$ cat src/rtl/freq_bin_writer.sv
`default_nettype none
// ============================================================================
// Module   : freq_bin_writer
// Brief    : Complex spectrum bins -> alpha-max-beta-min magnitude -> BRAM
//            write port (one frame = one waterfall row), with frame_done pulse.
//            Define LOG_SCALE_EN for log-compressed output instead of the
//            linear shift/saturate.
// Revision : 1.0
// ============================================================================
module freq_bin_writer #(
  parameter int ADDR_W   = 9,
  parameter int DATA_W   = 8,
  parameter int IN_W     = 12,
  parameter int NUM_BINS = 512,
  parameter int SHIFT    = 4
) (
  input  logic                   clk,
  input  logic                   reset_n,
  input  logic                   s_valid,
  output logic                   s_ready,
  input  logic signed [IN_W-1:0] s_re,
  input  logic signed [IN_W-1:0] s_im,
  input  logic                   s_last,
  output logic                   w_en,
  output logic [ADDR_W-1:0]      w_addr,
  output logic [DATA_W-1:0]      w_data,
  output logic                   frame_done,
  output logic                   overflow
);

  localparam logic [ADDR_W-1:0]      c_last_bin = ADDR_W'(NUM_BINS - 1);
  localparam logic signed [IN_W-1:0] c_most_neg = {1'b1, {(IN_W-1){1'b0}}};
  localparam logic [IN_W-1:0]        c_abs_max  = {1'b0, {(IN_W-1){1'b1}}};
  localparam logic [DATA_W-1:0]      c_data_max = {DATA_W{1'b1}};

  typedef enum logic [2:0] {
    ST_IDLE  = 3'd0,
    ST_RUN   = 3'd1,
    ST_DROP  = 3'd2,
    ST_FLUSH = 3'd3,
    ST_DONE  = 3'd4
  } state_t;

  state_t            r_state;
  logic [ADDR_W-1:0] r_cnt;
  logic              r_ready;
  logic              r_flush;
  logic              r_done;
  logic              r_ovf;

  logic              r_s1_valid;
  logic [ADDR_W-1:0] r_s1_addr;
  logic [IN_W-1:0]   r_s1_re;
  logic [IN_W-1:0]   r_s1_im;

  logic              r_s2_valid;
  logic [ADDR_W-1:0] r_s2_addr;
  logic [DATA_W-1:0] r_s2_data;

  logic              w_accept;
  logic              w_write;
  logic [IN_W-1:0]   w_max;
  logic [IN_W-1:0]   w_min;
  logic [IN_W-1:0]   w_mag;
  logic [DATA_W-1:0] w_scaled;

  // The most-negative code has no positive twin, so it clamps to the top.
  function automatic logic [IN_W-1:0] sat_abs(input logic signed [IN_W-1:0] x);
    if (x == c_most_neg)
      return c_abs_max;
    else if (x[IN_W-1])
      return $unsigned(-x);
    else
      return $unsigned(x);
  endfunction

  assign w_accept = s_valid & r_ready;
  assign w_write  = w_accept & ((r_state == ST_IDLE) || (r_state == ST_RUN));

  always_ff @(posedge clk or negedge reset_n) begin
    if (!reset_n) begin
      r_state <= ST_IDLE;
      r_cnt   <= '0;
      r_ready <= 1'b1;
      r_flush <= 1'b0;
      r_done  <= 1'b0;
      r_ovf   <= 1'b0;
    end else begin
      r_done <= 1'b0;
      case (r_state)
        ST_IDLE, ST_RUN: begin
          if (w_accept) begin
            r_cnt <= r_cnt + ADDR_W'(1);
            if (s_last) begin
              r_state <= ST_FLUSH;
              r_ready <= 1'b0;
              r_flush <= 1'b0;
            end else if (r_cnt == c_last_bin) begin
              r_state <= ST_DROP;
            end else begin
              r_state <= ST_RUN;
            end
          end
        end
        ST_DROP: begin
          if (w_accept) begin
            r_ovf <= 1'b1;
            if (s_last) begin
              r_state <= ST_FLUSH;
              r_ready <= 1'b0;
              r_flush <= 1'b0;
            end
          end
        end
        ST_FLUSH: begin
          if (r_flush) begin
            r_state <= ST_DONE;
            r_done  <= 1'b1;
          end else begin
            r_flush <= 1'b1;
          end
        end
        ST_DONE: begin
          r_state <= ST_IDLE;
          r_ready <= 1'b1;
          r_cnt   <= '0;
        end
        default: begin
          r_state <= ST_IDLE;
          r_ready <= 1'b1;
          r_cnt   <= '0;
        end
      endcase
    end
  end

  always_ff @(posedge clk or negedge reset_n) begin
    if (!reset_n) begin
      r_s1_valid <= 1'b0;
      r_s1_addr  <= '0;
      r_s1_re    <= '0;
      r_s1_im    <= '0;
    end else begin
      r_s1_valid <= w_write;
      r_s1_addr  <= r_cnt;
      r_s1_re    <= sat_abs(s_re);
      r_s1_im    <= sat_abs(s_im);
    end
  end

  // Both operands are at most 2**(IN_W-1)-1, so the sum fits in IN_W bits.
  assign w_max = (r_s1_re >= r_s1_im) ? r_s1_re : r_s1_im;
  assign w_min = (r_s1_re >= r_s1_im) ? r_s1_im : r_s1_re;
  assign w_mag = w_max + (w_min >> 1);

`ifdef LOG_SCALE_EN
  localparam int c_mant_w = DATA_W - 4;
  localparam int c_pos_w  = $clog2(IN_W + 1);
  localparam int c_log_w  = c_pos_w + c_mant_w + DATA_W;

  logic [c_pos_w-1:0]       w_pos;
  logic [c_pos_w-1:0]       w_lead;
  logic [IN_W+c_mant_w-1:0] w_norm;
  logic [c_log_w-1:0]       w_log;

  always_comb begin
    w_pos = '0;
    for (int i = 0; i < IN_W; i++) begin
      if (w_mag[i])
        w_pos = c_pos_w'(i + 1);
    end
  end

  // Shift the leading one up to bit c_mant_w; the bits beneath it are the mantissa.
  assign w_lead   = (w_pos == '0) ? '0 : w_pos - c_pos_w'(1);
  assign w_norm   = {w_mag, {c_mant_w{1'b0}}} >> w_lead;
  assign w_log    = (c_log_w'(w_pos) << c_mant_w) | c_log_w'(w_norm[c_mant_w-1:0]);
  assign w_scaled = (w_log > c_log_w'(c_data_max)) ? c_data_max : w_log[DATA_W-1:0];
`else
  localparam int                 c_wide_w   = (IN_W > DATA_W) ? IN_W : DATA_W;
  localparam logic [c_wide_w-1:0] c_sat_wide = c_wide_w'(c_data_max);

  logic [c_wide_w-1:0] w_shifted;

  assign w_shifted = c_wide_w'(w_mag) >> SHIFT;
  assign w_scaled  = (w_shifted > c_sat_wide) ? c_data_max : w_shifted[DATA_W-1:0];
`endif

  always_ff @(posedge clk or negedge reset_n) begin
    if (!reset_n) begin
      r_s2_valid <= 1'b0;
      r_s2_addr  <= '0;
      r_s2_data  <= '0;
    end else begin
      r_s2_valid <= r_s1_valid;
      r_s2_addr  <= r_s1_addr;
      r_s2_data  <= w_scaled;
    end
  end

  assign s_ready    = r_ready;
  assign w_en       = r_s2_valid;
  assign w_addr     = r_s2_addr;
  assign w_data     = r_s2_data;
  assign frame_done = r_done;
  assign overflow   = r_ovf;

endmodule
`default_nettype wire
$ cat config.mk
export PLATFORM = sky130hd
export DESIGN_NAME = freq_bin_writer
export DESIGN_NICKNAME = d
export VERILOG_FILES = /design/src/rtl/freq_bin_writer.sv
export SDC_FILE = /design/constraint.sdc
export NUM_CORES = 1
export LEC_CHECK = 0
export BUFFER_PORTS_ARGS = -buffer_cell sky130_fd_sc_hd__buf_2
export CORE_ASPECT_RATIO = 1.25
export CORE_MARGIN = 1.5
export CORE_UTILIZATION = 57
export CTS_CLUSTER_DIAMETER = 60
export DETAILED_ROUTE_END_ITERATION = 8
export PLACE_DENSITY = 0.79
export SLEW_MARGIN = 20
export SYNTH_ARGS = -nofsm -noshare
export SYNTH_HDL_FRONTEND = slang
export SYNTH_SLANG_ARGS = --single-unit
export TNS_END_PERCENT = 50
$ cat constraint.sdc
create_clock -name clk -period 5.4 [get_ports clk]
set_clock_uncertainty 0.15 [all_clocks]
set_input_delay 1.35 -clock clk [delete_from_list [all_inputs] [get_ports clk]]
set_output_delay 1.35 -clock clk [all_outputs]
set_load 0.02 [all_outputs]
## Word-level counts from Yosys, hierarchy flattened

Cells that the tools add are included.

| cells by class | value |
|---|---|
| reductions and logical operators | 11 |
| add/sub/neg operators | 4 |
| $lt $le $gt $ge | 2 |
| multiplexer cells | 22 |
| bitwise logic cells | 4 |
| equality and inequality tests | 12 |

Operator list:

| operator | count |
|---|---|
| 2-to-1 mux 12 bit | 6 |
| equality test 12 bit (second input constant) | 2 |
| negation 12 bit | 2 |
| one-hot mux 9 bit (2 select lines) | 1 |
| adder 12 x 11 -> 12 bit | 1 |
| greater-or-equal comparator 12 bit | 1 |
| 2-to-1 mux 3 bit | 4 |
| adder 9 x 1 -> 9 bit (second input constant) | 1 |
| equality test 9 bit (second input constant) | 1 |
| 2-to-1 mux 9 bit | 1 |
| one-hot mux 3 bit (3 select lines) | 1 |
| > comparator 8 bit (second input constant) | 1 |
| 2-to-1 mux 8 bit | 1 |
| != test 2 bit (second input constant) | 4 |
| equality test 3 x 2 -> 1 bit (second input constant) | 2 |
| AND reduction 3 bit | 2 |
| 2-to-1 mux 1 bit | 4 |
| 2-to-1 mux 2 bit | 2 |
| != test 2 x 1 -> 1 bit (second input constant) | 2 |
| one-hot mux 1 bit (2 select lines) | 2 |
| AND reduction 2 bit | 2 |
| AND reduction 4 bit | 1 |
| OR reduction 2 bit | 2 |
| equality test 3 x 1 -> 1 bit (second input constant) | 1 |
| other kinds (6) | 8 |

| word-level totals | value |
|---|---|
| register bits | 68 |
| output and inout bits | 21 |

## Depth between registers and ports, before layout

Gate-level depths: netlist of the first run.

| logic depth | value |
|---|---|
| depth after elaboration | 5 |
| depth in mapped cells | 17 |
| depth with buffers taken out | 16 |

## Least setup slack after synthesis of the first run

Ideal clock, no wire load.

| timing path | value |
|---|---|
| path kind | register to register |
| from | reg r_s1_re[11] |
| to | reg r_s2_data[5], in the netlist w_data[5] |
| cell stages (with the launch flop) | 15 |
| arrival | 3497 ps |
| buffers on the path | 1 |
| slack | 1623 ps |
| clock period less this slack | 3777 ps |
| required time | 5120 ps |
| cells stage by stage | dfrtp_1 -> ha_1 -> nand4_1 -> nor2_1 -> or4b_4 -> nand2_1 -> buf_2 -> mux2_2 -> ha_1 -> a21o_1 -> o21bai_1 -> a21o_1 -> a211o_1 -> a41oi_1 -> o22ai_1 |

| on the way | value |
|---|---|
| longest elaborated chain between the ends | 5 |

Ends and longest elaborated chain:

| what | line | source |
|---|---|---|
| start, declared | 53 | `logic [IN_W-1:0] r_s1_re;` |
| start signal, assigned | 146 | `r_s1_re <= sat_abs(s_re);` |
| greater-or-equal comparator 12 bit | 152, 153 |  |
| 2-to-1 mux 12 bit, on equally long branches | 152, 153 |  |
| adder 12 x 11 -> 12 bit * | 154 | `assign w_mag = w_max + (w_min >> 1);` |
| > comparator 8 bit | 186 | `assign w_scaled = (w_shifted > c_sat_wide) ? c_data_max : w_shifted[DATA_W-1:0];` |
| 2-to-1 mux 8 bit * | 186 |  |
| via w_scaled[5] | 65 | `logic [DATA_W-1:0] w_scaled;` |
| end signal, assigned | 197 | `r_s2_data <= w_scaled;` |
| end, declared | 58 | `logic [DATA_W-1:0] r_s2_data;` |

Mark *: on every way through the listed nets, which the timed path passes. The rest lies on a longest branch.
A chain may end at the register's enable or synchronous reset.

## Worst setup path in the final report of the first run

| timing path | value |
|---|---|
| from | reg r_s1_re[11] |
| to | reg r_s2_data[4], in the netlist w_data[4] |

The elaborated chain is that of the path after synthesis.

==> key figures, run 1 <==
Final layout
  • Inserted Diodes: 0
  • Post-Route Utilization: 68.8%
  • Share of post-route cells with drive strength above 1: 21.1%
  • Layout Area Growth over Synthesis: 14.8%
  • Cell Count, Final, Fillers Out: 489
  • Nets: 456

Run
  • Maxcap violations: 0

Floorplan
  • Core area: around 5900 sq um
  • Initial core utilization: 60.0%
  • Row count: 31
  • Die X: ~73 microns
  • Die area: 6690 sq um
  • Chip Height: 91.0 microns
  • # IOs: between 40 and 50

Timing
  • Tmin final: 4.27 ns
  • Max Clk Rate: 234 MHz
  • Worst Max-Slew Pin Slew: ~0.74 ns
  • Count of pins over their slew limit: 0
  • RSZ-0062 raised after global routing: false
  • Final Hold Fails: 0
  • Final worst setup slack: 1.13 ns
  • Worst rel slew slack: 50.8%
  • Final setup TNS: 0 ns
  • Ratio of final minimum period to clock period: roughly 80%
  • # setup viols final: 0

Setup path
  • Crit path max-delay family: simple AND/OR/NAND/NOR gates
  • Crit path launch type: flop
  • RR Endpoint: w_data[4]
  • R2r worst-path depth: 15
  • Critical Path Stages: 15
  • CP bufs+invs: 1
  • Crit-path max FO: 17
  • Crit end category: flop
  • Critical path cell sequence: ha_1, nand4_1, nor2_1, or4b_4, nand2_1, buf_4, mux2_2, ha_1, a21o_1, nand2_1, a31oi_1, o31ai_4, nor2b_1, a31oi_1, xnor2_1
  • CP Data Arrival Time: around 4.4 ns
  • Crit-path max cell delay: a little under 0.5 ns
  • Critical Path RT: 5.48 ns
  • Reg2reg start: r_s1_re[11]
  • Crit path kind: flop to flop
  • Crit-path slowest cell: or4b_4
  • Reg2Reg Setup Slack: 1.13 ns

Detailed routing
  • Antenna-violating nets left: 0
  • Initial drt markers: 115
  • Met2 WL: between 3000 and 4000 microns
  • Vias per inst: 5.27
  • First-pass DRT Iterations: 4
  • Top Layer Used: met4
  • Vias: between 2,000 and 3,000
  • DR WL/cell: ~13 microns
  • WL final: approximately 6200 microns
  • Met1 Routed Length: around 2600 microns
  • Post-route DRC violation count: 0
  • Wire length on met3: roughly 230 microns

Clock tree
  • Clk buf depth: 2
  • Root Buffer: clkbuf_8
  • Worst skew pair latency: 0.35 ns
  • Number of buffers created by CTS: 9
  • CTS Hold Bufs: 0
  • Post-CTS Setup Repair Bufs: 0
  • H-Tree Depth: 3
  • # resized after CTS: 0
  • Clock sink count: between 60 and 70
  • CTS tree: done
  • Worst-path clk slew: 0.07 ns

Pwr
  • P_leak: 2.03 nW
  • P per Cell Area: 347 nW/um^2
  • Worst vdd ir: 0.000196 V
  • Total power: 1.41 mW

Global route
  • Largest net degree at the start of global routing: 37
  • Vias in the first global route: roughly 2,500
  • Gr ovfl total: 0
  • GRT Total Usage: 21.3%
  • First-pass GRT wire length: 10,900 microns
  • Initial antenna violation count: 0

Min path
  • Hold path endpoint: w_addr[1]
  • Critical hold path startpoint: r_s1_addr[1]
  • Worst Hold Depth: 0
  • Worst hold path class: flop to flop

Synth
  • EDFF count, synth: 0
  • Netlist cell types: 49
  • Ys flop type: dfrtp_1
  • FF+latch count, synth: 68
  • Asr flop ratio synth: 100%
  • Sequential element share of the synthesized area: 48.2%
  • Mapped Area: 3530 sq um
  • Synthesized instance count: 350
  • Syn. warnings: 0
  • Syn_area_per_cell: just over 10 sq um
  • Post-Syn Nets: 404

Place
  • DP Wirelength: 4830 microns
  • # placed instances: 473
  • Final Wtd Congestion: 0.921
  • Place WS: 1.13 ns
  • Port-buffer cells: 48

Outcome
  • Status: finished, final reports clean
## layout make-up
cell class / count / area, sq um
fillers: 467 / 1840
flip-flops and latches: 68 / 1700
well taps: 82 / 103
clock inverters: 7 / 76.3
inverters: 21 / 78.8
clock buffers: 9 / 124
repair buffers: 50 / 255
multi-input cells: 252 / 1720
## sequential cells by signal, indices dropped and copies added, names as in the netlist, 3 cells and up
register   count
r_state        3
r_s1_addr      9
r_s1_re       12
r_s1_im       12
w_addr         9
w_data         8
r_cnt          9
## cell usage after synthesis, types with 2 or more instances
cell	n	area, sq um
dfrtp_1	67	1680
nand2_1	51	191
ha_1	26	325
inv_1	21	78.8
o21ai_0	21	105
nor2_1	20	75.1
a21oi_1	18	90.1
xor2_1	18	158
mux2_2	11	124
xnor2_1	9	78.8
a21o_1	7	52.6
nand3_1	7	35.0
clkbuf_1	6	22.5
nor3_1	6	30.0
o31ai_1	6	45.0
or3_1	5	31.3
nor2b_1	4	25.0
nand2b_1	3	18.8
nand3b_1	3	22.5
nand4_1	3	18.8
nor3b_1	3	22.5
a31oi_1	2	12.5
and3_1	2	12.5
buf_1	2	7.51
o211ai_1	2	15.0
o21a_1	2	15.0
o41ai_1	2	17.5
or2_2	2	12.5
## cells by family after synthesis
kind of cell    share of synthesized area (%)
compound gates                           13.6
simple gates                             15.6
fa+ha+maj                                9.20
buf+inv                                  3.22
xor+xnor                                 6.69
flops                                    48.2
mux                                      3.50
## stage by stage
stage / hold WS [ns] / cell area, sq um
CTS: 0.204 / 4060
global route: 0.207 / 4060
floorplan: 0.181 / 3530
finish: 0.200 / 4060
global placement: 0.181 / 3860
detailed placement: 0.186 / 3860
## where the power goes
group	switching, mW	total (mW)	internal, mW
Combinational	0.244	0.424	0.180
Sequential	0.0183	0.575	0.556
Clock	0.193	0.407	0.215
Total	0.455	1.41	0.951
## placed cells by master, fill, tap and decap left out, drive strengths merged, types with 4 or more instances in the layout
master	instances
buf	50
mux2	11
nand2	51
ha	26
nor3	6
o21ai	22
or3	5
nand3	7
xnor2	9
o31ai	7
xor2	18
inv	22
clkbuf	9
a21oi	19
nor2b	4
dfrtp	67
nor2	20
a21o	7
## worst reg2reg max path: stages (launching register included)
cell     delay, ns
dfrtp_1       0.40
ha_1          0.32
nand4_1       0.12
nor2_1        0.17
or4b_4        0.49
nand2_1       0.40
buf_4         0.30
mux2_2        0.36
ha_1          0.30
a21o_1        0.11
nand2_1       0.08
a31oi_1       0.28
o31ai_4       0.15
nor2b_1       0.24
a31oi_1       0.14
xnor2_1       0.13
## per-layer routing
metal / vias up / track usage (%)
met2: 57 / 34.9
met5: - / 0
met1: 1188 / 25.7
met3: 10 / 5.66
met4: 0 / 9.57
li1: 1320 / -
## worst max path at each step
stage / slack, ns / endpoint / startpoint
2_1_floorplan: 1.62 / w_data[5] / r_s1_re[11]
3_3_place_gp: 1.28 / w_data[7] / r_s1_re[11]
3_5_place_dp: 1.13 / w_data[7] / r_s1_re[11]
4_1_cts: 1.11 / w_data[7] / r_s1_re[11]
5_1_grt: 0.78 / w_data[4] / r_s1_im[11]
6_report: 1.13 / w_data[4] / r_s1_re[11]
Power figures use the tool's default switching activity.
==> run 2, diff against run 1 <==
CORE_UTILIZATION = 52   (was 57)
PLACE_DENSITY = 0.76   (was 0.79)
clock period = 3.79 ns   (was 5.4 ns; I/O delays follow)
==> run 2 against run 1 <==
Register-to-register slack lost 1.0 ns. Sequential power grew 43%. Worst setup slack lost 1.0 ns. Via count grew 8.4%. Cell count grew 4.7%. Global-route usage grew 0.29 points. Combinational power grew 86%. Critical path depth shrank 2. Count of clock-buffer cells in the layout is the same. Routed wire length grew 23%. Die area grew 9.3%. Worst hold slack gained 0.0027 ns.
==> key figures, run 2 (synthesized netlist as in run 1, its figures left out) <==
Clock tree
  • Worst-path clk slew: 0.08 ns (about the same)
  • Clk buf depth: 2 (unchanged)
  • CTS tree: done
  • Number of buffers created by CTS: 9 (unchanged)
  • Worst skew pair latency: 0.34 ns (about the same)
  • Root Buffer: clkbuf_8
  • Clock sink count: 68 (unchanged)
  • CTS Hold Bufs: 0 (unchanged)
  • H-Tree Depth: 3 (unchanged)

Setup path
  • Crit path max-delay family: compound AO/OA/AOI/OAI gates
  • Crit end category: flop
  • Crit path kind: flop to flop
  • Critical Path RT: 3.86 ns (-1.62 ns)
  • CP Data Arrival Time: 3.77 ns (-0.58 ns)
  • Reg2reg start: r_s1_re[9]
  • Critical path cell sequence: ha_4, nand4_1, nor2_2, or4b_4, nand2_8, mux2_2, ha_1, a21o_1, o21bai_1, a21o_1, a211o_1, a41oi_1, o22ai_1
  • Crit path launch type: flop
  • Crit-path slowest cell: or4b_4
  • Crit-path max cell delay: 0.52 ns (+0.03 ns)
  • Crit path from: r_s1_re[9]
  • Crit-path max FO: 7 (-10)
  • CP bufs+invs: 0 (-1)
  • Cell mode on critical path: a21o_1

Floorplan
  • Initial core utilization: 53.8% (-6.1 points)
  • Core area: 6570 sq um (+11%)
  • Chip Height: 95.2 microns (+4.5%)
  • Row count: 33 (+6.5%)
  • Die area: 7300 sq um (+9.3%)
  • Die X: 76.7 microns (+4.5%)
  • # IOs: 49 (unchanged)

Global route
  • GRT Total Usage: 21.6% (+0.29 points)
  • GR Util met3: 6.32% (+0.66 points)
  • Initial antenna violation count: 0 (unchanged)
  • Met2 Use GR: 40.2% (+5.3 points)
  • Vias in the first global route: 2,754 (+12%)
  • Largest net degree at the start of global routing: 35 (-5.4%)
  • Gr ovfl total: 0 (unchanged)
  • First-pass GRT wire length: 12,200 microns (+12%)
  • Met1 Usage GRT: 23.2% (-2.5 points)
  • Most Crowded Layer GR: met2

Final layout
  • Top flop regs: r_s1_im: 12 flops, r_s1_re: 12 flops
  • Most frequent cells in the layout: 67 x dfrtp_1, 49 x buf_2, 48 x nand2_1, 20 x inv_1, 19 x o21ai_0
  • Nets: 474 (+3.9%)
  • Share of post-route cells with drive strength above 1: 29.2% (+8.0 points)
  • Commonest non-fill, non-tap cell in the layout: dfrtp_1
  • Inserted Diodes: 0 (unchanged)
  • Fill count: 497 (+6.4%)
  • Layout Area Growth over Synthesis: 24.4%

Detailed routing
  • Post-route DRC violation count: 0 (unchanged)
  • Initial drt markers: 171 (+49%)
  • First-pass DRT Iterations: 4 (unchanged)
  • WL final: 7640 microns (+23%)
  • Vias: 2,791 (+8.4%)
  • Antenna-violating nets left: 0 (unchanged)
  • DR WL/cell: 14.9 microns (+17%)
  • Vias per inst: 5.45 (+3.5%)

Timing
  • Ratio of final minimum period to clock period: 97.5% (+19 points)
  • Worst rel slew slack: 58.9% (+8.1 points)
  • Max Clk Rate: 271 MHz (+15%)
  • Worst Max-Slew Pin Slew: 0.616 ns (-0.122 ns)
  • Count of pins over their slew limit: 0 (unchanged)
  • RSZ-0062 raised after global routing: true
  • # setup viols final: 0 (unchanged)
  • Tmin final: 3.70 ns (-0.570 ns)
  • Final worst setup slack: 0.0946 ns (-1.04 ns)
  • Final Hold Fails: 0 (unchanged)

Pwr
  • Total power: 2.30 mW (+63%)
  • P_leak: 2.15 nW (+6.0%)
  • Worst vdd ir: 0.000269 V (+37%)
  • P per Cell Area: 523 nW/um^2 (+51%)

Place
  • DP Wirelength: 5490 microns (+14%)
  • Place WS: -0.110 ns (-1.24 ns)
  • Port-buffer cells: 48 (unchanged)
  • Final Wtd Congestion: 0.878 (-4.7%)

Min path
  • Critical hold path startpoint: r_s1_addr[4]
  • Worst hold path class: flop to flop

Run
  • Maxcap violations: 0 (unchanged)

Outcome
  • Status: finished, final reports clean
run 2: cell count changes in the layout (fill, tap and decap cells not counted), sizes merged:
cell | previous run | this run
buf | 50 | 68
bufinv | 1 | 2
clkinv | 3 | 1
clkinvlp | 2 | 0
inv | 22 | 25
run 2: cell type report:
type / instances / area [sq um] / area share [%]
Multi-Input combinational cell: 252 / 1880 / 42.8
Sequential cell: 68 / 1700 / 38.7
Timing Repair Buffer: 68 / 395 / 9.00
Clock buffer: 9 / 124 / 2.82
Tap cell: 87 / 109 / 2.48
Clock inverter: 7 / 106 / 2.42
Inverter: 21 / 78.8 / 1.79
run 2: routing by layer:
metal | up-vias | routed length [microns] | part of all wire, %
li1 | 1361 | - | -
met2 | 53 | 4130 | 54
met5 | - | 0 | 0
met1 | 1369 | 3080 | 40
met3 | 8 | 362 | 4.7
met4 | 0 | 67 | 0.88
run 2: worst paths after layout:
kind / end / slack [ns] / cells past startpoint
max reg2reg: w_data[5] / 0.09 / 13
max in group asynchronous: r_s1_re[3] / 2.24 / 2
min reg2reg: w_addr[4] / 0.20 / 0
max: w_data[5] / 0.09 / 13
min: w_addr[4] / 0.20 / 0
min in group asynchronous: r_s1_im[4] / 0.41 / 1
run 2: worst register-to-register path: cells and delay by family, from the launching register on:
family	cells	cell delay [ns]
flops	1	0.43
mux	1	0.34
compound gates	6	1.10
fa+ha+maj	2	0.62
simple gates	4	0.95
run 2: timing repair:
| item | 4_1_cts | 5_1_grt |
|---|---|---|
| resized for setup | 2 | 30 |
| pin swaps | 1 | 13 |
| setup buffers | 2 | 6 |
| endpoints found under the setup margin | 5 | 6 |
| gates cloned | 0 | 1 |
run 2: where the power goes:
group	switching (mW)	internal, mW
Combinational	0.419	0.371
Clock	0.303	0.383
Sequential	0.0293	0.792
run 2: through the flow:
| step | std cells | area, sq um | hold slack (ns) | utilization (%) | TNS (ns) |
|---|---|---|---|---|---|
| floorplan | 350 | 3530 | 0.181 | - | 0 |
| global placement | 487 | 3930 | 0.183 | 59.9 | 0 |
| detailed placement | 487 | 3930 | 0.185 | 59.9 | -0.331 |
| CTS | 505 | 4180 | 0.204 | 63.7 | 0 |
| global route | 512 | 4400 | 0.211 | 67.0 | -0.0636 |
| finish | 512 | 4400 | 0.203 | 67.0 | 0 |
